`config.mk`:
```
export PLATFORM = sky130hd
export DESIGN_NAME = spram_param
export DESIGN_NICKNAME = d
export VERILOG_FILES = /design/src/rtl/spram_pkg.sv /design/src/rtl/spram_be_merge.sv /design/src/rtl/spram_param.sv
export SDC_FILE = /design/constraint.sdc
export NUM_CORES = 1
export LEC_CHECK = 0
export BUFFER_PORTS_ARGS = -buffer_cell sky130_fd_sc_hd__buf_2
export CAP_MARGIN = 10
export CORE_MARGIN = 10
export CORE_UTILIZATION = 40
export CTS_CLUSTER_DIAMETER = 80
export DETAILED_ROUTE_END_ITERATION = 16
export PLACE_DENSITY = 0.61
export SYNTH_ARGS = -nofsm -noshare
export SYNTH_HDL_FRONTEND = slang
export SYNTH_SLANG_ARGS = --single-unit
```
`constraint.sdc`:
```
create_clock -name clk -period 3 [get_ports clk]
set_input_delay 0.3 -clock clk [delete_from_list [all_inputs] [get_ports clk]]
set_output_delay 0.3 -clock clk [all_outputs]
set_load 0.1 [all_outputs]
```
`src/rtl/spram_pkg.sv`:
```
// spram_pkg
//    Shared constants for the parameterised single-port RAM:
//    - WRITE_MODE encodings (read-during-write behaviour)
//    - FSM state encoding (CLEAR / READY)
//    - READ_LAT legality limits
//    - params_legal(): elaboration-time parameter check
package spram_pkg;

   localparam int WM_READ_FIRST  = 0;
   localparam int WM_WRITE_FIRST = 1;
   localparam int WM_NO_CHANGE   = 2;

   localparam int READ_LAT_MIN = 1;
   localparam int READ_LAT_MAX = 2;

   typedef logic [0:0] state_t;

   localparam state_t ST_CLEAR = 1'b0;
   localparam state_t ST_READY = 1'b1;

   function automatic bit params_legal(input int data_w,
                                       input int addr_w,
                                       input int write_mode,
                                       input int read_lat,
                                       input int clear_on_rst);
      return (data_w >= 8) && ((data_w % 8) == 0) &&
             (addr_w >= 1) && (addr_w <= 30) &&
             (write_mode >= WM_READ_FIRST) && (write_mode <= WM_NO_CHANGE) &&
             (read_lat >= READ_LAT_MIN) && (read_lat <= READ_LAT_MAX) &&
             ((clear_on_rst == 0) || (clear_on_rst == 1));
   endfunction

endpackage

```
`src/rtl/spram_be_merge.sv`:
```
// spram_be_merge
//    Byte-lane merge: bytes of din whose be bit is set replace the
//    corresponding bytes of old_word; all other bytes pass through.
//    Ports:
//       old_word  in   current memory word
//       din       in   write data
//       be        in   byte enables, bit i covers byte lane i
//       new_word  out  merged word
module spram_be_merge
   import spram_pkg::*;
#(
   parameter int DATA_W = 8
) (
   input  logic [DATA_W-1:0]   old_word,
   input  logic [DATA_W-1:0]   din,
   input  logic [DATA_W/8-1:0] be,
   output logic [DATA_W-1:0]   new_word
);

   localparam int unsigned NB = DATA_W / 8;

   always_comb begin
      new_word = old_word;
      for (int unsigned i = 0; i < NB; i++) begin
         if (be[i]) begin
            new_word[8*i +: 8] = din[8*i +: 8];
         end
      end
   end

endmodule

```
`src/rtl/spram_param.sv`:
```
// spram_param
//    Parameterised single-port RAM with byte enables, selectable
//    read-during-write behaviour, 1- or 2-cycle read latency and an optional
//    zero-fill sequence after reset.
//    Ports:
//       clk       in   clock, rising edge
//       rst       in   synchronous active-high reset
//       en        in   access request
//       wr        in   1 = write, 0 = read
//       addr      in   word address
//       din       in   write data
//       be        in   byte write enables
//       dout      out  read data (holds between responses)
//       rd_valid  out  one-cycle pulse when dout carries a fresh response
//       busy      out  clear sequence running; requests are dropped
module spram_param
   import spram_pkg::*;
#(
   parameter int DATA_W       = 8,
   parameter int ADDR_W       = 4,
   parameter int WRITE_MODE   = 0,
   parameter int READ_LAT     = 1,
   parameter int CLEAR_ON_RST = 1
) (
   input  logic                clk,
   input  logic                rst,
   input  logic                en,
   input  logic                wr,
   input  logic [ADDR_W-1:0]   addr,
   input  logic [DATA_W-1:0]   din,
   input  logic [DATA_W/8-1:0] be,
   output logic [DATA_W-1:0]   dout,
   output logic                rd_valid,
   output logic                busy
);

   if (!params_legal(DATA_W, ADDR_W, WRITE_MODE, READ_LAT, CLEAR_ON_RST)) begin : g_bad_params
      $error("spram_param: illegal parameter combination");
   end

   localparam int     DEPTH    = 2**ADDR_W;
   localparam state_t ST_RESET = (CLEAR_ON_RST != 0) ? ST_CLEAR : ST_READY;

   logic [DATA_W-1:0] mem [DEPTH];

   state_t            state_q, state_d;
   logic [ADDR_W-1:0] clr_cnt_q, clr_cnt_d;
   logic [DATA_W-1:0] dout_q, dout_d;
   logic              rd_valid_q, rd_valid_d;

   logic [DATA_W-1:0] old_word;
   logic [DATA_W-1:0] new_word;
   logic              clr_wr;
   logic              wr_acc;
   logic              rd_acc;
   logic              resp_vld;
   logic [DATA_W-1:0] resp_data;

   assign old_word = mem[addr];

   spram_be_merge #(
      .DATA_W(DATA_W)
   ) u_merge (
      .old_word(old_word),
      .din     (din),
      .be      (be),
      .new_word(new_word)
   );

   // rst gates every array write so reset alone never alters contents.
   assign clr_wr   = !rst && (state_q == ST_CLEAR);
   assign wr_acc   = !rst && (state_q == ST_READY) && en && wr;
   assign rd_acc   = !rst && (state_q == ST_READY) && en && !wr;
   assign resp_vld = rd_acc || (wr_acc && (WRITE_MODE != WM_NO_CHANGE));
   assign resp_data = (wr_acc && (WRITE_MODE == WM_WRITE_FIRST)) ? new_word : old_word;

   always_comb begin
      state_d   = state_q;
      clr_cnt_d = clr_cnt_q;
      if (state_q == ST_CLEAR) begin
         clr_cnt_d = clr_cnt_q + 1'b1;
         if (clr_cnt_q == '1) begin
            state_d = ST_READY;
         end
      end
   end

   if (READ_LAT == 1) begin : g_lat1
      always_comb begin
         rd_valid_d = resp_vld;
         dout_d     = resp_vld ? resp_data : dout_q;
      end
   end else begin : g_lat2
      logic              p1_vld_q, p1_vld_d;
      logic [DATA_W-1:0] p1_data_q, p1_data_d;

      always_comb begin
         p1_vld_d   = resp_vld;
         p1_data_d  = resp_vld ? resp_data : p1_data_q;
         rd_valid_d = p1_vld_q;
         dout_d     = p1_vld_q ? p1_data_q : dout_q;
      end

      always_ff @(posedge clk) begin
         if (rst) begin
            p1_vld_q  <= 1'b0;
            p1_data_q <= '0;
         end else begin
            p1_vld_q  <= p1_vld_d;
            p1_data_q <= p1_data_d;
         end
      end
   end

   always_ff @(posedge clk) begin
      if (rst) begin
         state_q    <= ST_RESET;
         clr_cnt_q  <= '0;
         dout_q     <= '0;
         rd_valid_q <= 1'b0;
      end else begin
         state_q    <= state_d;
         clr_cnt_q  <= clr_cnt_d;
         dout_q     <= dout_d;
         rd_valid_q <= rd_valid_d;
      end
   end

   always_ff @(posedge clk) begin
      if (clr_wr) begin
         mem[clr_cnt_q] <= '0;
      end else if (wr_acc) begin
         mem[addr] <= new_word;
      end
   end

   assign dout     = dout_q;
   assign rd_valid = rd_valid_q;
   // During reset busy reflects the state reset is about to enter.
   assign busy     = rst ? (CLEAR_ON_RST != 0) : (state_q == ST_CLEAR);

endmodule

```
==> results of run 1 <==
Yosys cell counts (2+ instances only):
master     instances
edfxtp_1         128
nor2_1            40
mux2i_1           18
mux4_2            15
dfxtp_1           14
mux2_2             8
mux4_1             8
nand3_1            8
a211oi_1           7
a221o_1            7
a2bb2oi_2          7
nand2_1            7
clkbuf_1           6
o21ai_1            6
buf_2              5
buf_6              5
a31oi_1            4
inv_1              4
o21ai_0            4
nand2b_1           3
nand4b_1           3
nor2b_1            3
a21oi_1            2
buf_4              2
mux2_4             2
nor3_1             2
xor2_1             2
cell type report:
cell class / instances / area (um^2) / area share [%]
multi-input cells: 167 / 1578 / 22.84
repair buffers: 54 / 340.3 / 4.928
well taps: 184 / 230.2 / 3.333
clock inverters: 11 / 168.9 / 2.446
inverters: 5 / 18.77 / 0.2717
flip-flops and latches: 142 / 4124 / 59.71
clock buffers: 20 / 446.7 / 6.467
metal layers:
| layer | track usage (%) | share of wire (%) | up-vias |
|---|---|---|---|
| li1 | - | - | 1437 |
| met1 | 17.96 | 41 | 1610 |
| met2 | 21.95 | 49 | 106 |
| met3 | 3.561 | 8.0 | 26 |
| met4 | 6.793 | 2.5 | 0 |
| met5 | 0 | 0 | - |
cells by family after synthesis:
kind of cell,after synthesis,synth area share [%]
AO/OA/AOI/OAI,43,6.310
XOR/XNOR,3,0.4493
adder cells (fa/ha/maj),1,0.2139
buffers and inverters,24,2.695
flip-flops,142,70.50
multiplexers,51,14.50
AND/OR/NAND/NOR,69,5.327
flip-flops by register name, summed over array words and instances, names as in the netlist:
name and flops:
rd_valid 1, mem 128, state_q 1, dout 8, clr_cnt_q 4
path summary, 6_finish.rpt:
path,from,endpoint,slack (ps)
worst min-delay path,rst,clr_cnt_q[3]$_SDFFE_PP0N_,160
worst max-delay path,state_q$_SDFF_PP0_,mem[12][5]$_DFFE_PP_,690
worst max register to register,state_q$_SDFF_PP0_,mem[12][5]$_DFFE_PP_,690
worst min register to register,dout[3]$_SDFFE_PP0P_,dout[3]$_SDFFE_PP0P_,460
power by group through the flow:
stage	Combinational (mW)	Clock [mW]	Sequential [mW]
after floorplan	0.150	0	2.20
after global placement	0.212	0	2.20
after detailed placement	0.214	0	2.20
after CTS	0.215	2.20	2.16
after global routing	0.229	2.28	2.16
final	0.214	2.18	2.16
critical path, stage by stage, from the launching register on:
cell and delay (ps):
dfxtp_1 360, nand4b_1 380, mux2_2 360, nand2_1 100
nor2_1 740
==> flow_metrics.env, run 1 <==
export IMPL_ctsHtreeMaxLevel=4
export IMPL_critical_path_class="reg2reg"
export IMPL_rsz0062_at_grt="no"
export IMPL_clkLatencyLatePin_ps=420
export IMPL_grt_overflow_total=0
export IMPL_ctsHoldBuffers=0
export IMPL_p_seq_share_pct=47.5
export IMPL_syn_area_per_cell_um2=17.57
export IMPL_die_w_um=140.9
export IMPL_synth_fp_nets=351
export IMPL_layout_drive_gt1_share_pct=30.08
export IMPL_clkPwrFrac_pct=47.8
export IMPL_yosysTopAreaCellShare_pct=65.71
export IMPL_dr_pass1_iters=4
export IMPL_hpwl_mm=8.885
export IMPL_crit_fanout=11
export IMPL_p_sw_uw=906.5
export IMPL_cts_tree="built"
export IMPL_cts_clk_slew_worst_paths_ps=50
export IMPL_ys_types=40
export IMPL_start_util_pct=40.55
export IMPL_cap_violations=0
export IMPL_core_um2=14420
export IMPL_cts_resized=0
export IMPL_ys_ff_latch=142
export IMPL_timing_final_crit_share_pct=77.16
export IMPL_finalPower_mw=4.555
export IMPL_ant_nets=0
export IMPL_grt_start_max_net_pins=26
export IMPL_p_leak_nw=2.629
export IMPL_netlist_area_um2=5849
export IMPL_min_path_cells=2
export IMPL_final_common_cell="edfxtp_1"
export IMPL_final_setup_worst_slack_ps=685.3
export IMPL_clock_sinks=142
export IMPL_synth_cells=333
export IMPL_yosys_warnings=0
export IMPL_via_per_inst=5.453
export IMPL_ys_async_sr_fraction_pct=0
export IMPL_yosys_area_top_type="edfxtp_1"
export IMPL_slew_headroom_pct=36.29
export IMPL_post_route_util_pct=47.88
export IMPL_via_count=3179
export IMPL_nFillCells=1205
export IMPL_n_antenna_cell=0
export IMPL_netSwitchingFraction_pct=19.90
export IMPL_p_per_area_nw_per_um2=659.6
export IMPL_synth_flop_cell="edfxtp_1"
export IMPL_wl_mm=13.68
export IMPL_grt_antenna_before_repair=0
export IMPL_numCtsBuffers=17
export IMPL_areaGrowthSynthToFinish_pct=18.07
export IMPL_hold_viol_final=0
export IMPL_clockBufferDepth=2
export IMPL_boundaryPins=27
export IMPL_slew_violations=0
export IMPL_final_area_um2=6907
export IMPL_tightest_slew_ps=952.1
export IMPL_intPower_mw=3.649
export IMPL_power_share_combinational_pct=4.7
export IMPL_routabilityCongestion=0.7835
export IMPL_start_kind="flop"
export IMPL_fin_nets=405
export IMPL_die_area_um2=19860
export IMPL_die_h_um=140.9
export IMPL_arrival_ps=2350
export IMPL_grt_pass1_wl_mm=20.44
export IMPL_port_buffers=26
export IMPL_worst_ep_required_time_ps=3040
export IMPL_ir_drop_mv=0.3882
export IMPL_tns_ps=0
export IMPL_cp_end_kind="flop"
export IMPL_rows=44
export IMPL_root_buffer="clkbuf_16"
export IMPL_final_cell_mix="edfxtp_1 (128), nor2_1 (40), buf_4 (28)"
export IMPL_ys_seq_area_share_pct=70.50
export IMPL_grt_pass1_vias=3275
export IMPL_placed_area_um2=6291
export IMPL_setup_viol=0
export IMPL_drt_iter0_markers=338
export IMPL_drc=0
export IMPL_hold_ws_ps=164.5
export IMPL_synth_edf_count=128
export IMPL_routedWlPerCell_um=23.46
export IMPL_worstRegToRegCells=4
export IMPL_period_minus_slack_ps=2315
export IMPL_hold_class="in2reg"
export IMPL_grt_total_usage_pct=14.09
export IMPL_instances_no_fill=583
export IMPL_fmax_mhz=432.0
export IMPL_place_ws_ps=268.5
export IMPL_post_cts_buffers=0
export IMPL_skew_ps=8.489
export IMPL_dp_cells=552
export IMPL_synth_area_leaders="edfxtp_1 (66%), mux4_2 (5.8%), dfxtp_1 (4.8%)"
export IMPL_status="completed"
(Power assumes the default switching activity.)
==> inputs of run 2 (changes only) <==
PLACE_DENSITY = 0.63   (was 0.61)
clock period = 2 ns   (was 3 ns; I/O delays follow)
==> run 2 against run 1 <==
The flow now finishes with violations (setup timing). Combinational power up 100%. Core utilization rose by 3.5 points. Total power increased by 57%.
==> flow_metrics.env, run 2 (synthesis gave the netlist of run 1 again) <==
export IMPL_tightest_slew_ps=860.3
export IMPL_boundaryPins=27
export IMPL_via_count=3383
export IMPL_p_sw_mw=1.458
export IMPL_period_minus_slack_ps=2162
export IMPL_place_ws_ps=-411.9
export IMPL_slew_violations=0
export IMPL_clkPwrFrac_pct=48.7
export IMPL_dr_pass1_iters=5
export IMPL_timing_final_crit_share_pct=108.1
export IMPL_status="complete, but fails checks"
export IMPL_core_um2=14420
export IMPL_cp_buffers_inverters=3
export IMPL_port_buffers=26
export IMPL_critical_path_class="reg2reg"
export IMPL_grt_pass1_vias=3473
export IMPL_largest_register_ffs=128
export IMPL_grt_pass1_wl_mm=21.31
export IMPL_rsz0062_at_grt="yes"
export IMPL_p_seq_share_pct=45.3
export IMPL_p_per_area_nw_per_um2=965.6
export IMPL_r2r_slack_ps=-160
export IMPL_crit_slowest_cell="o21ai_0"
export IMPL_cp_top_family="buffers and inverters"
export IMPL_drt_iter0_markers=285
export IMPL_clkLatencyLatePin_ps=420
export IMPL_crit_cells=6
export IMPL_layout_drive_gt1_share_pct=38.34
export IMPL_instances_no_fill=617
export IMPL_clockBufferDepth=2
export IMPL_arrival_ps=2340
export IMPL_fmax_mhz=462.6
export IMPL_fin_nets=438
export IMPL_grt_start_max_net_pins=21
export IMPL_skew_ps=13.62
export IMPL_power_share_combinational_pct=6.0
export IMPL_final_area_um2=7407
export IMPL_cap_violations=0
export IMPL_ctsHoldBuffers=0
export IMPL_cp_cell_sequence="nand4b_1 > buf_4 > o21ai_0 > buf_4 > nor2_1 > buf_12"
export IMPL_slew_headroom_pct=42.53
export IMPL_n_antenna_cell=0
export IMPL_clock_sinks=142
export IMPL_root_buffer="clkbuf_16"
export IMPL_wl_mm=14.05
export IMPL_die_h_um=140.9
export IMPL_dp_cells=584
export IMPL_top_register="mem"
export IMPL_via_per_inst=5.483
export IMPL_die_area_um2=19860
export IMPL_placed_area_um2=6676
export IMPL_setup_viol=88
export IMPL_ir_drop_mv=0.6801
export IMPL_areaGrowthSynthToFinish_pct=26.63
export IMPL_routabilityCongestion=0.8501
export IMPL_final_cell_mix="edfxtp_1 (128), buf_4 (50), nor2_1 (35)"
export IMPL_numCtsBuffers=17
export IMPL_failed_checks="setup timing"
export IMPL_grt_antenna_before_repair=0
export IMPL_rows=44
export IMPL_hold_end="clr_cnt_q[2]$_SDFFE_PP0N_"
export IMPL_p_leak_nw=2.855
export IMPL_worst_path_most_repeated_cell="buf_4"
export IMPL_netSwitchingFraction_pct=20.39
export IMPL_reg2reg_from="state_q$_SDFF_PP0_"
export IMPL_drc=0
export IMPL_cts_tree="built"
export IMPL_crit_path_max_incr_delay_ps=580
export IMPL_cts_clk_slew_worst_paths_ps=60
export IMPL_worst_ep_required_time_ps=2180
export IMPL_die_w_um=140.9
export IMPL_start_kind="flop"
export IMPL_cp_end_kind="flop"
export IMPL_rr_endpoint="mem[4][3]$_DFFE_PP_"
export IMPL_min_path_cells=3
export IMPL_hold_viol_final=0
export IMPL_worstRegToRegCells=6
export IMPL_hold_class="in2reg"
export IMPL_finalPower_mw=7.152
export IMPL_ant_nets=0
export IMPL_routedWlPerCell_um=22.77
export IMPL_final_common_cell="edfxtp_1"
export IMPL_ctsHtreeMaxLevel=4
export IMPL_grt_overflow_total=0
export IMPL_crit_fanout=8
export IMPL_final_setup_worst_slack_ps=-161.5
export IMPL_start_util_pct=40.55
export IMPL_hpwl_mm=9.052
export IMPL_grt_total_usage_pct=14.58
export IMPL_hold_start="rst"
export IMPL_intPower_mw=5.694
==> run 2: cell types whose count changed in the layout (fill, tap and decap cells not counted), moves of 2 or more <==
cell,change
a211oi_1,-4
a211oi_4,+3
buf_12,+11
buf_4,+22
inv_6,+2
nor2_1,-5
nor2_2,+3
nor2_4,+2
==> run 2: how the worst max path moves through the flow <==
stage / end / slack (ps) / from
final: mem[4][3]$_DFFE_PP_ / -160 / state_q$_SDFF_PP0_
after global routing: mem[10][0]$_DFFE_PP_ / -240 / state_q$_SDFF_PP0_
after CTS: mem[6][1]$_DFFE_PP_ / -70 / state_q$_SDFF_PP0_
after detailed placement: mem[6][6]$_DFFE_PP_ / -410 / addr[0]
after global placement: mem[6][6]$_DFFE_PP_ / -290 / addr[0]
after floorplan: mem[1][0]$_DFFE_PP_ / -20 / rst
==> run 2: worst reg2reg max path: stages (launching register included) <==
cell	delay (ps)
dfxtp_1	350
nand4b_1	280
buf_4	250
o21ai_0	580
buf_4	230
nor2_1	70
buf_12	160
==> run 2: layout make-up <==
class | count | area (um^2)
inverter | 5 | 18.77
sequential | 142 | 4124
multi-input combinational | 167 | 1653
timing repair buffer | 87 | 725.7
tap | 184 | 230.2
clock inverter | 12 | 209.0
fill | 1155 | 7017
clock buffer | 20 | 446.7
==> run 2: timing repair <==
| action | in CTS | in global routing |
|---|---|---|
| buffers inserted | 0 | 1 |
| gates resized for setup | 6 | 6 |
| endpoints found under the setup margin | 144 | 177 |
| pin swaps | 0 | 1 |
==> run 2: per-layer routing <==
metal	track usage, %	routed length [um]
met5	0	0
met1	18.44	6166
met4	5.217	287
met2	22.71	6548
met3	5.039	1045
==> run 2: power by group through the flow <==
stage,registers [mW],logic (mW),clock network [mW]
2_1_floorplan,3.30,0.230,0
3_3_place_gp,3.30,0.412,0
3_5_place_dp,3.30,0.417,0
4_1_cts,3.24,0.424,3.51
5_1_grt,3.24,0.460,3.65
6_report,3.24,0.429,3.48
==> run 2: per-stage QoR <==
stage | TNS (ps) | hold WS (ps) | utilization [%]
finish | -8011 | 111.6 | 51.35
global route | -18760 | 131.4 | 51.35
CTS | -3881 | 100.0 | 51.01
detailed placement | -39730 | 456.1 | 46.29
global placement | -28370 | 448.1 | 46.29
floorplan | -676.8 | 447.4 | -
==> inputs of run 3 (changes only) <==
RECOVER_POWER = 25   (was default)
==> run 3 against run 2 <==
The run still ends with setup timing left. Wire length shrank 0.19%. Critical path depth unchanged. Combinational power shrank 4%. Cell count stayed put. Total power fell by 0.17%. Critical endpoint is now mem[4][1]$_DFFE_PP_. Worst setup slack improved by 17 ps. Die area did not move.
==> flow_metrics.env, run 3 (synthesis gave the netlist of run 1 again) <==
export IMPL_grt_start_max_net_pins=21
export IMPL_rows=44
export IMPL_ant_nets=0
export IMPL_drt_iter0_markers=312
export IMPL_hpwl_mm=9.052
export IMPL_n_antenna_cell=0
export IMPL_cap_violations=0
export IMPL_layout_drive_gt1_share_pct=36.03
export IMPL_core_um2=14420
export IMPL_clock_sinks=142
export IMPL_reg2reg_from="state_q$_SDFF_PP0_"
export IMPL_tns_ps=-7771
export IMPL_skew_ps=9.777
export IMPL_nFillCells=1164
export IMPL_ir_drop_mv=0.6791
export IMPL_routabilityCongestion=0.8501
export IMPL_port_buffers=26
export IMPL_worst_ep_required_time_ps=2180
export IMPL_status="complete, but fails checks"
export IMPL_grt_pass1_vias=3473
export IMPL_dr_pass1_iters=5
export IMPL_via_count=3379
export IMPL_ctsHoldBuffers=0
export IMPL_r2r_slack_ps=-140
export IMPL_clockBufferDepth=2
export IMPL_start_util_pct=40.55
export IMPL_grt_antenna_before_repair=0
export IMPL_numCtsBuffers=17
export IMPL_crit_fanout=8
export IMPL_slew_violations=0
export IMPL_hold_end="clr_cnt_q[2]$_SDFFE_PP0N_"
export IMPL_via_per_inst=5.476
export IMPL_rsz0062_at_grt="yes"
export IMPL_setup_viol=104
export IMPL_die_area_um2=19860
export IMPL_worstRegToRegCells=6
export IMPL_final_cell_mix="edfxtp_1 (128), buf_4 (44), nor2_1 (35)"
export IMPL_boundaryPins=27
export IMPL_final_setup_worst_slack_ps=-144.0
export IMPL_rr_endpoint="mem[4][1]$_DFFE_PP_"
export IMPL_slew_headroom_pct=42.45
export IMPL_hold_start="rst"
export IMPL_min_path_cells=3
export IMPL_top_register="mem"
export IMPL_tightest_slew_ps=861.7
export IMPL_fmax_mhz=466.4
export IMPL_hold_viol_final=0
export IMPL_regArea_um2=4124
export IMPL_arrival_ps=2320
export IMPL_timing_final_crit_share_pct=107.2
export IMPL_cts_tree="built"
export IMPL_die_w_um=140.9
export IMPL_hold_class="in2reg"
export IMPL_p_leak_nw=2.826
export IMPL_wl_mm=14.02
export IMPL_critical_path_class="reg2reg"
export IMPL_cts_clk_slew_worst_paths_ps=60
export IMPL_largest_register_ffs=128
export IMPL_multiInputGateArea_um2=1615
export IMPL_cp_end_kind="flop"
export IMPL_areaGrowthSynthToFinish_pct=25.65
export IMPL_failed_checks="setup timing"
export IMPL_clkLatencyLatePin_ps=420
export IMPL_period_minus_slack_ps=2144
export IMPL_grt_total_usage_pct=14.58
export IMPL_start_kind="flop"
export IMPL_die_h_um=140.9
export IMPL_root_buffer="clkbuf_16"
export IMPL_fin_nets=438
export IMPL_grt_pass1_wl_mm=21.31
export IMPL_p_per_area_nw_per_um2=971.4
export IMPL_ctsHtreeMaxLevel=4
export IMPL_grt_overflow_total=0
export IMPL_hold_ws_ps=112.8
export IMPL_drc=0
export IMPL_routedWlPerCell_um=22.72
export IMPL_finalPower_mw=7.140
export IMPL_final_common_cell="edfxtp_1"
run 3: layout make-up:
cell class,instances,share of cell area (%)
flip-flops and latches,142,56.11
multi-input cells,167,21.98
repair buffers,87,9.602
clock buffers,20,6.078
well taps,184,3.132
clock inverters,12,2.843
inverters,5,0.2554
run 3: what timing repair did:
item | CTS | global route
buffers inserted | 0 | 1
gates resized for setup | 6 | 6
setup endpoints to repair | 144 | 177
pin swaps | 0 | 1
cloned | 0 | 0
run 3: how the worst max path moves through the flow:
stage,start,end,slack (ps),cells after the start
2_1_floorplan,rst,mem[1][0]$_DFFE_PP_,-20,5
3_3_place_gp,addr[0],mem[6][6]$_DFFE_PP_,-290,6
3_5_place_dp,addr[0],mem[6][6]$_DFFE_PP_,-410,6
4_1_cts,state_q$_SDFF_PP0_,mem[6][1]$_DFFE_PP_,-70,4
5_1_grt,state_q$_SDFF_PP0_,mem[10][0]$_DFFE_PP_,-240,4
6_report,state_q$_SDFF_PP0_,mem[4][1]$_DFFE_PP_,-140,6
run 3: where the power goes:
group | switching, mW | total, mW | internal (mW)
logic | 0.218 | 0.413 | 0.195
registers | 0.0133 | 3.24 | 3.23
clock network | 1.23 | 3.49 | 2.26
total | 1.46 | 7.14 | 5.68
run 3: through the flow:
| stage | setup slack (ps) | instances | cell area [um^2] | utilization [%] |
|---|---|---|---|---|
| after detailed placement | -411.9 | 584 | 6676 | 46.29 |
| after CTS | -66.19 | 616 | 7357 | 51.01 |
| after global routing | -238.6 | 617 | 7350 | 50.95 |
| after global placement | -294.3 | 584 | 6676 | 46.29 |
| after floorplan | -19.94 | 333 | 5879 | - |
| final | -144.0 | 617 | 7350 | 50.95 |
run 3: metal layers:
layer	track usage (%)	routed length, um	vias up
met5	0	0	-
met2	22.71	6550	135
met1	18.44	5995	1717
met4	5.217	321	0
li1	-	-	1502
met3	5.039	1152	25
run 3: critical path, stage by stage (launching register included):
cell and delay (ps):
dfxtp_1 350, nand4b_1 280, buf_4 250, o21ai_0 560, buf_4 230, nor2_1 70
buf_12 160
